===== src/rtl/bitbrick_pkg.sv =====
// Shared definitions for the sequential BitBrick multiplier: precision codes,
// controller states and digit-count helpers.
package bitbrick_pkg;

    localparam int ACC_W = 16;

    localparam logic [1:0] PREC_2B = 2'b00;
    localparam logic [1:0] PREC_4B = 2'b01;
    localparam logic [1:0] PREC_8B = 2'b10;

    typedef enum logic [1:0] {
        IDLE,
        RUN,
        DONE
    } state_t;

    // Number of 2-bit digits per operand; the reserved code behaves as 8-bit.
    function automatic logic [2:0] digit_count(input logic [1:0] prec);
        case (prec)
            PREC_2B: digit_count = 3'd1;
            PREC_4B: digit_count = 3'd2;
            default: digit_count = 3'd4;
        endcase
    endfunction

    function automatic logic [7:0] operand_mask(input logic [1:0] prec);
        case (prec)
            PREC_2B: operand_mask = 8'h03;
            PREC_4B: operand_mask = 8'h0F;
            default: operand_mask = 8'hFF;
        endcase
    endfunction

endpackage


===== src/rtl/bitbrick_seq_mul_mul3b3b.sv =====
// BitBrick: 3b x 3b signed multiplier; a 2-bit digit plus its sign-extension bit.
module bitbrick_seq_mul_mul3b3b (
    input  logic signed [2:0] x_i,
    input  logic signed [2:0] y_i,
    output logic signed [5:0] p_o
);

    assign p_o = x_i * y_i;

endmodule


===== src/rtl/bitbrick_seq_mul.sv =====
// Sequential precision-scalable multiplier: one BitBrick swept over digit pairs.
// Optional macro BITBRICK_SEQ_ZERO_BYPASS_EN skips RUN when a masked operand is zero.
module bitbrick_seq_mul
    import bitbrick_pkg::*;
#(
    parameter int ACC_W = 16
) (
    input  logic             clk,
    input  logic             rst,
    input  logic             in_valid,
    output logic             in_ready,
    input  logic [7:0]       a,
    input  logic [7:0]       b,
    input  logic             sign_a,
    input  logic             sign_b,
    input  logic [1:0]       prec,
    output logic             out_valid,
    input  logic             out_ready,
    output logic [ACC_W-1:0] result
);

    state_t           state_q, state_d;
    logic [7:0]       a_q, a_d, b_q, b_d;
    logic             sa_q, sa_d, sb_q, sb_d;
    logic [1:0]       prec_q, prec_d;
    logic [3:0]       cnt_q, cnt_d;
    logic [ACC_W-1:0] acc_q, acc_d;

    logic [2:0]        n_dig;
    logic [1:0]        i_dig, j_dig, top_dig;
    logic [3:0]        cnt_last;
    logic [1:0]        x_dig, y_dig;
    logic signed [2:0] x3, y3;
    logic signed [5:0] prod;
    logic [2:0]        dig_sum;
    logic [ACC_W-1:0]  pp_shifted;

    always_comb begin
        n_dig    = digit_count(prec_q);
        top_dig  = n_dig[1:0] - 2'd1;
        // 4*4 wraps to 0 in four bits, so the subtraction still yields 15.
        cnt_last = {1'b0, n_dig} * {1'b0, n_dig} - 4'd1;
        case (prec_q)
            PREC_2B: begin
                i_dig = 2'd0;
                j_dig = 2'd0;
            end
            PREC_4B: begin
                i_dig = {1'b0, cnt_q[0]};
                j_dig = {1'b0, cnt_q[1]};
            end
            default: begin
                i_dig = cnt_q[1:0];
                j_dig = cnt_q[3:2];
            end
        endcase
        x_dig      = a_q[{i_dig, 1'b0} +: 2];
        y_dig      = b_q[{j_dig, 1'b0} +: 2];
        x3         = {sa_q && (i_dig == top_dig) && x_dig[1], x_dig};
        y3         = {sb_q && (j_dig == top_dig) && y_dig[1], y_dig};
        dig_sum    = {1'b0, i_dig} + {1'b0, j_dig};
        pp_shifted = {{(ACC_W-6){prod[5]}}, prod} << {dig_sum, 1'b0};
    end

    bitbrick_seq_mul_mul3b3b u_brick (
        .x_i (x3),
        .y_i (y3),
        .p_o (prod)
    );

    always_comb begin
        state_d = state_q;
        a_d     = a_q;
        b_d     = b_q;
        sa_d    = sa_q;
        sb_d    = sb_q;
        prec_d  = prec_q;
        cnt_d   = cnt_q;
        acc_d   = acc_q;
        case (state_q)
            IDLE: begin
                if (in_valid) begin
                    a_d    = a;
                    b_d    = b;
                    sa_d   = sign_a;
                    sb_d   = sign_b;
                    prec_d = prec;
                    cnt_d  = '0;
                    acc_d  = '0;
`ifdef BITBRICK_SEQ_ZERO_BYPASS_EN
                    if (((a & operand_mask(prec)) == 8'h00) ||
                        ((b & operand_mask(prec)) == 8'h00))
                        state_d = DONE;
                    else
                        state_d = RUN;
`else
                    state_d = RUN;
`endif
                end
            end
            RUN: begin
                acc_d = acc_q + pp_shifted;
                cnt_d = cnt_q + 4'd1;
                if (cnt_q == cnt_last)
                    state_d = DONE;
            end
            DONE: begin
                if (out_ready)
                    state_d = IDLE;
            end
            default: state_d = IDLE;
        endcase
    end

    always_ff @(posedge clk) begin
        if (rst) begin
            state_q <= IDLE;
            a_q     <= '0;
            b_q     <= '0;
            sa_q    <= 1'b0;
            sb_q    <= 1'b0;
            prec_q  <= '0;
            cnt_q   <= '0;
            acc_q   <= '0;
        end else begin
            state_q <= state_d;
            a_q     <= a_d;
            b_q     <= b_d;
            sa_q    <= sa_d;
            sb_q    <= sb_d;
            prec_q  <= prec_d;
            cnt_q   <= cnt_d;
            acc_q   <= acc_d;
        end
    end

    assign in_ready  = (state_q == IDLE);
    assign out_valid = (state_q == DONE);
    assign result    = acc_q;

endmodule

===== config.mk =====
export PLATFORM = sky130hd
export DESIGN_NAME = bitbrick_seq_mul
export DESIGN_NICKNAME = d
export VERILOG_FILES = /design/src/rtl/bitbrick_pkg.sv /design/src/rtl/bitbrick_seq_mul_mul3b3b.sv /design/src/rtl/bitbrick_seq_mul.sv
export SDC_FILE = /design/constraint.sdc
export NUM_CORES = 1
export LEC_CHECK = 0
export CAP_MARGIN = 20
export CORE_MARGIN = 5
export CORE_UTILIZATION = 50
export CTS_CLUSTER_SIZE = 40
export DETAILED_ROUTE_END_ITERATION = 12
export PLACE_DENSITY = 0.77
export SLEW_MARGIN = 20
export SYNTH_ARGS = -nofsm -noshare
export SYNTH_HDL_FRONTEND = slang
export SYNTH_SLANG_ARGS = --single-unit

===== constraint.sdc =====
create_clock -name clk -period 5.14 [get_ports clk]
set_input_delay 1.028 -clock clk [delete_from_list [all_inputs] [get_ports clk]]
set_output_delay 1.028 -clock clk [all_outputs]
set_load 0.005 [all_outputs]

==> out/metrics.json <==
{
  "cp.required": {"value": 5350, "unit": "ps"},
  "ir_worst_vdd": {"value": 0.175, "unit": "mV"},
  "gr-usage-met2": {"value": 0.388},
  "fin_nets": {"value": 513},
  "grtUsageMet1": {"value": 0.297},
  "setup_viol": {"value": 11},
  "grt_usage": {"value": 0.230},
  "die-area": {"value": 0.00786, "unit": "mm²"},
  "final_cell_mix": {"value": "nand2_1 (66), buf_4 (45), clkdlybuf4s50_1 (41)"},
  "start_util": {"value": 0.519},
  "cts_inserted_buffers": {"value": 5},
  "wl_per_cell": {"value": 16.8, "unit": "µm"},
  "grt_most_used_layer": {"value": "met2"},
  "slew_headroom": {"value": 0.497},
  "commonest_non_fill_non_tap_cell_in_the_layout": {"value": "nand2_1"},
  "fp.coreArea": {"value": 0.00596, "unit": "mm²"},
  "route.final.wire_length": {"value": 8980, "unit": "µm"},
  "grt_pass1_wl": {"value": 14500, "unit": "µm"},
  "ff2ff_path_depth": {"value": 24},
  "power.total": {"value": 832, "unit": "µW"},
  "critPathCaptureType": {"value": "flip-flop"},
  "postLayoutCoreUtil": {"value": 0.724},
  "post_synth_edffs": {"value": 0},
  "dpl_worst_slack": {"value": -340, "unit": "ps"},
  "clockRootBuffer": {"value": "clkbuf_8"},
  "gp_congestion": {"value": 0.878},
  "leakage": {"value": 0.00180, "unit": "µW"},
  "antennaDiodeCount": {"value": 0},
  "syn_to_final_growth": {"value": 39.4, "unit": "%"},
  "violations": {"value": "setup timing"},
  "power_per_cell_area": {"value": 193, "unit": "mW/mm²"},
  "firstDrtPassIters": {"value": 4},
  "final_period_minus_worst_setup_slack": {"value": 5520, "unit": "ps"},
  "postSynthRegisterBits": {"value": 42},
  "synth_sequential_area_ratio": {"value": 0.272},
  "clock_insertion_delay_worst_skew": {"value": 310, "unit": "ps"},
  "outcome": {"value": "finished with violations"},
  "drt-initial-drc-count": {"value": 236},
  "timing.critical_path.to": {"value": "result[10]"},
  "cts_tree": {"value": "done"},
  "max_cap_viol_count": {"value": 0},
  "row_count": {"value": 28},
  "ctsLongestPathBuffers": {"value": 2},
  "mappedNetlistArea": {"value": 0.00309, "unit": "mm²"},
  "post_synth.cell_area_avg": {"value": 8.14, "unit": "µm²"},
  "detail_route.vias_per_cell": {"value": 5.85},
  "ys_async_sr_fraction": {"value": 0},
  "leading_register_cell_type_out_of_synthesis": {"value": "dfxtp_1"},
  "portBuffers": {"value": 41},
  "rrSetupSlack": {"value": -380, "unit": "ps"},
  "post_synth_num_cell_types": {"value": 62},
  "timing.critical_path.fanout_max": {"value": 5},
  "drv_slew": {"value": 0},
  "actual_transition_at_the_worst_max_transition_pin": {"value": 754, "unit": "ps"},
  "post_route_skew": {"value": 10.6, "unit": "ps"},
  "final_antenna_net_count": {"value": 0},
  "antenna_violations_before_repair": {"value": 0},
  "share_of_the_cycle_needed_by_the_critical_path_after_routing": {"value": 1.07},
  "final_layout_size_suffix_gt1_frac": {"value": 0.291},
  "grt_start_max_net_pins": {"value": 33},
  "final.setup.worst_slack": {"value": -377, "unit": "ps"},
  "die_h": {"value": 88.7, "unit": "µm"},
  "hpwlAfterDp": {"value": 5980, "unit": "µm"},
  "yosys_warnings": {"value": 0},
  "hp-class": {"value": "flip-flop to flip-flop"},
  "clock.fmax": {"value": 181, "unit": "MHz"},
  "vias_after_detailed_routing": {"value": 3129},
  "worstReg2RegStart": {"value": "prec_q[0]"},
  "count_of_h_tree_levels_built_during_cts": {"value": 2},
  "hold_buffers": {"value": 0},
  "die_x": {"value": 88.7, "unit": "µm"},
  "clock_sinks": {"value": 42},
  "gr-total-overflow": {"value": 0},
  "post-route-drc-count": {"value": 0},
  "grt_setup_unrepaired": {"value": "yes"},
  "io-pin-count": {"value": 42},
  "setup.worst_path.class": {"value": "flip-flop to flip-flop"},
  "clk_pin_slew_worst_paths": {"value": 100, "unit": "ps"},
  "grt_use_met3": {"value": 0.0372},
  "total_nets_after_synthesis": {"value": 434},
  "first_global_vias": {"value": 3055},
  "synth_cells": {"value": 380},
  "report.final.hold_viol_count": {"value": 0},
  "worstReg2RegEnd": {"value": "result[10]"},
  "cp-startpoint": {"value": "prec_q[0]"},
  "worst_setup_path_start_kind": {"value": "flip-flop"},
  "timing.critical_path.arrival": {"value": 5730, "unit": "ps"}
}
flip-flops by register name (all words and copies together), names as in the netlist:
name / flops
a_q: 8
b_q: 8
prec_q: 2
state_q: 2
cnt_q: 4
result: 16
sa_q: 1
sb_q: 1
Yosys cell counts (all sizes together), types with 4 or more instances:
cell type  number  area share
a21o            4       0.010
a21oi          46       0.074
a22o            5       0.014
a31oi           6       0.014
and2           10       0.021
clkbuf         13       0.019
dfxtp          42        0.27
fa              7       0.045
ha             23       0.093
inv             9       0.011
mux2i           8       0.026
nand2          71       0.089
nand2b          6       0.015
nand3          19       0.031
nor2           20       0.024
nor2b           4       0.011
nor3            6       0.011
o21ai          21       0.039
o221ai          4       0.017
xnor2          11       0.031
xor2            6       0.017
worst max-delay path, stage by stage, from the launching register on:
cell	delay (ps)
dfxtp_2	350
nor2b_4	170
inv_4	60
ha_4	170
nand2b_4	140
o21ai_4	240
mux4_2	570
and2_4	170
fa_1	450
ha_1	330
ha_2	180
fa_2	350
xor2_2	170
xnor2_2	180
buf_4	170
nand2b_1	50
nand3_1	80
nand2_1	90
a31oi_2	230
ha_4	240
and3_4	210
nand3_4	90
o21ai_4	70
or3_1	370
a32o_1	250
per-layer routing:
layer  part of all wire  up-vias  wire, µm
met3              0.050       34       453
met5                  0        -         0
met1               0.41     1490      3730
met2               0.50      105      4510
li1                   -     1500         -
met4              0.033        0       298
power breakdown:
group	leakage (µW)	total [µW]	switching (µW)	internal, µW
clock network	0.0000504	276	132	145
logic	0.00141	200	108	92.0
registers	0.000343	356	12.5	343
total	0.00180	832	252	580
cell families after synthesis:
logic type | synth area share
DFF | 0.272
adders and majority gates | 0.138
xor gates and xnor gates | 0.0481
buffers and inverters | 0.0372
muxes | 0.0405
and+or+nand+nor | 0.233
AOI/OAI and AO/OA | 0.231
through the flow:
step,area (µm²),hold slack [ps],std cells,TNS [ps]
floorplan,3210,432,380,-232
global placement,3910,442,518,-1470
detailed placement,3910,448,518,-2740
CTS,4230,462,532,-1420
global route,4310,488,535,-5210
finish,4310,458,535,-2990
how the worst min path moves through the flow:
stage | startpoint | end | slack (ps) | cells after the start
3_3_place_gp | a_q[0] | a_q[0] | 440 | 2
3_5_place_dp | a_q[7] | a_q[7] | 450 | 2
5_1_grt | sb_q | sb_q | 490 | 2
2_1_floorplan | sa_q | sa_q | 430 | 2
4_1_cts | a_q[7] | a_q[7] | 460 | 2
6_report | a_q[7] | a_q[7] | 460 | 2
layout make-up:
class	instances	area (µm²)
inverter	9	36.3
sequential	42	846
timing repair buffer	88	771
tap	75	93.8
fill	447	1650
multi-input combinational	313	2450
clock buffer	5	68.8
clock inverter	3	45.0
what timing repair did:
action,in CTS,in global routing
resized for setup,33,13
buffers inserted,6,3
setup endpoints to repair,11,11
pin swaps,25,5
(Power assumes the default switching activity.)
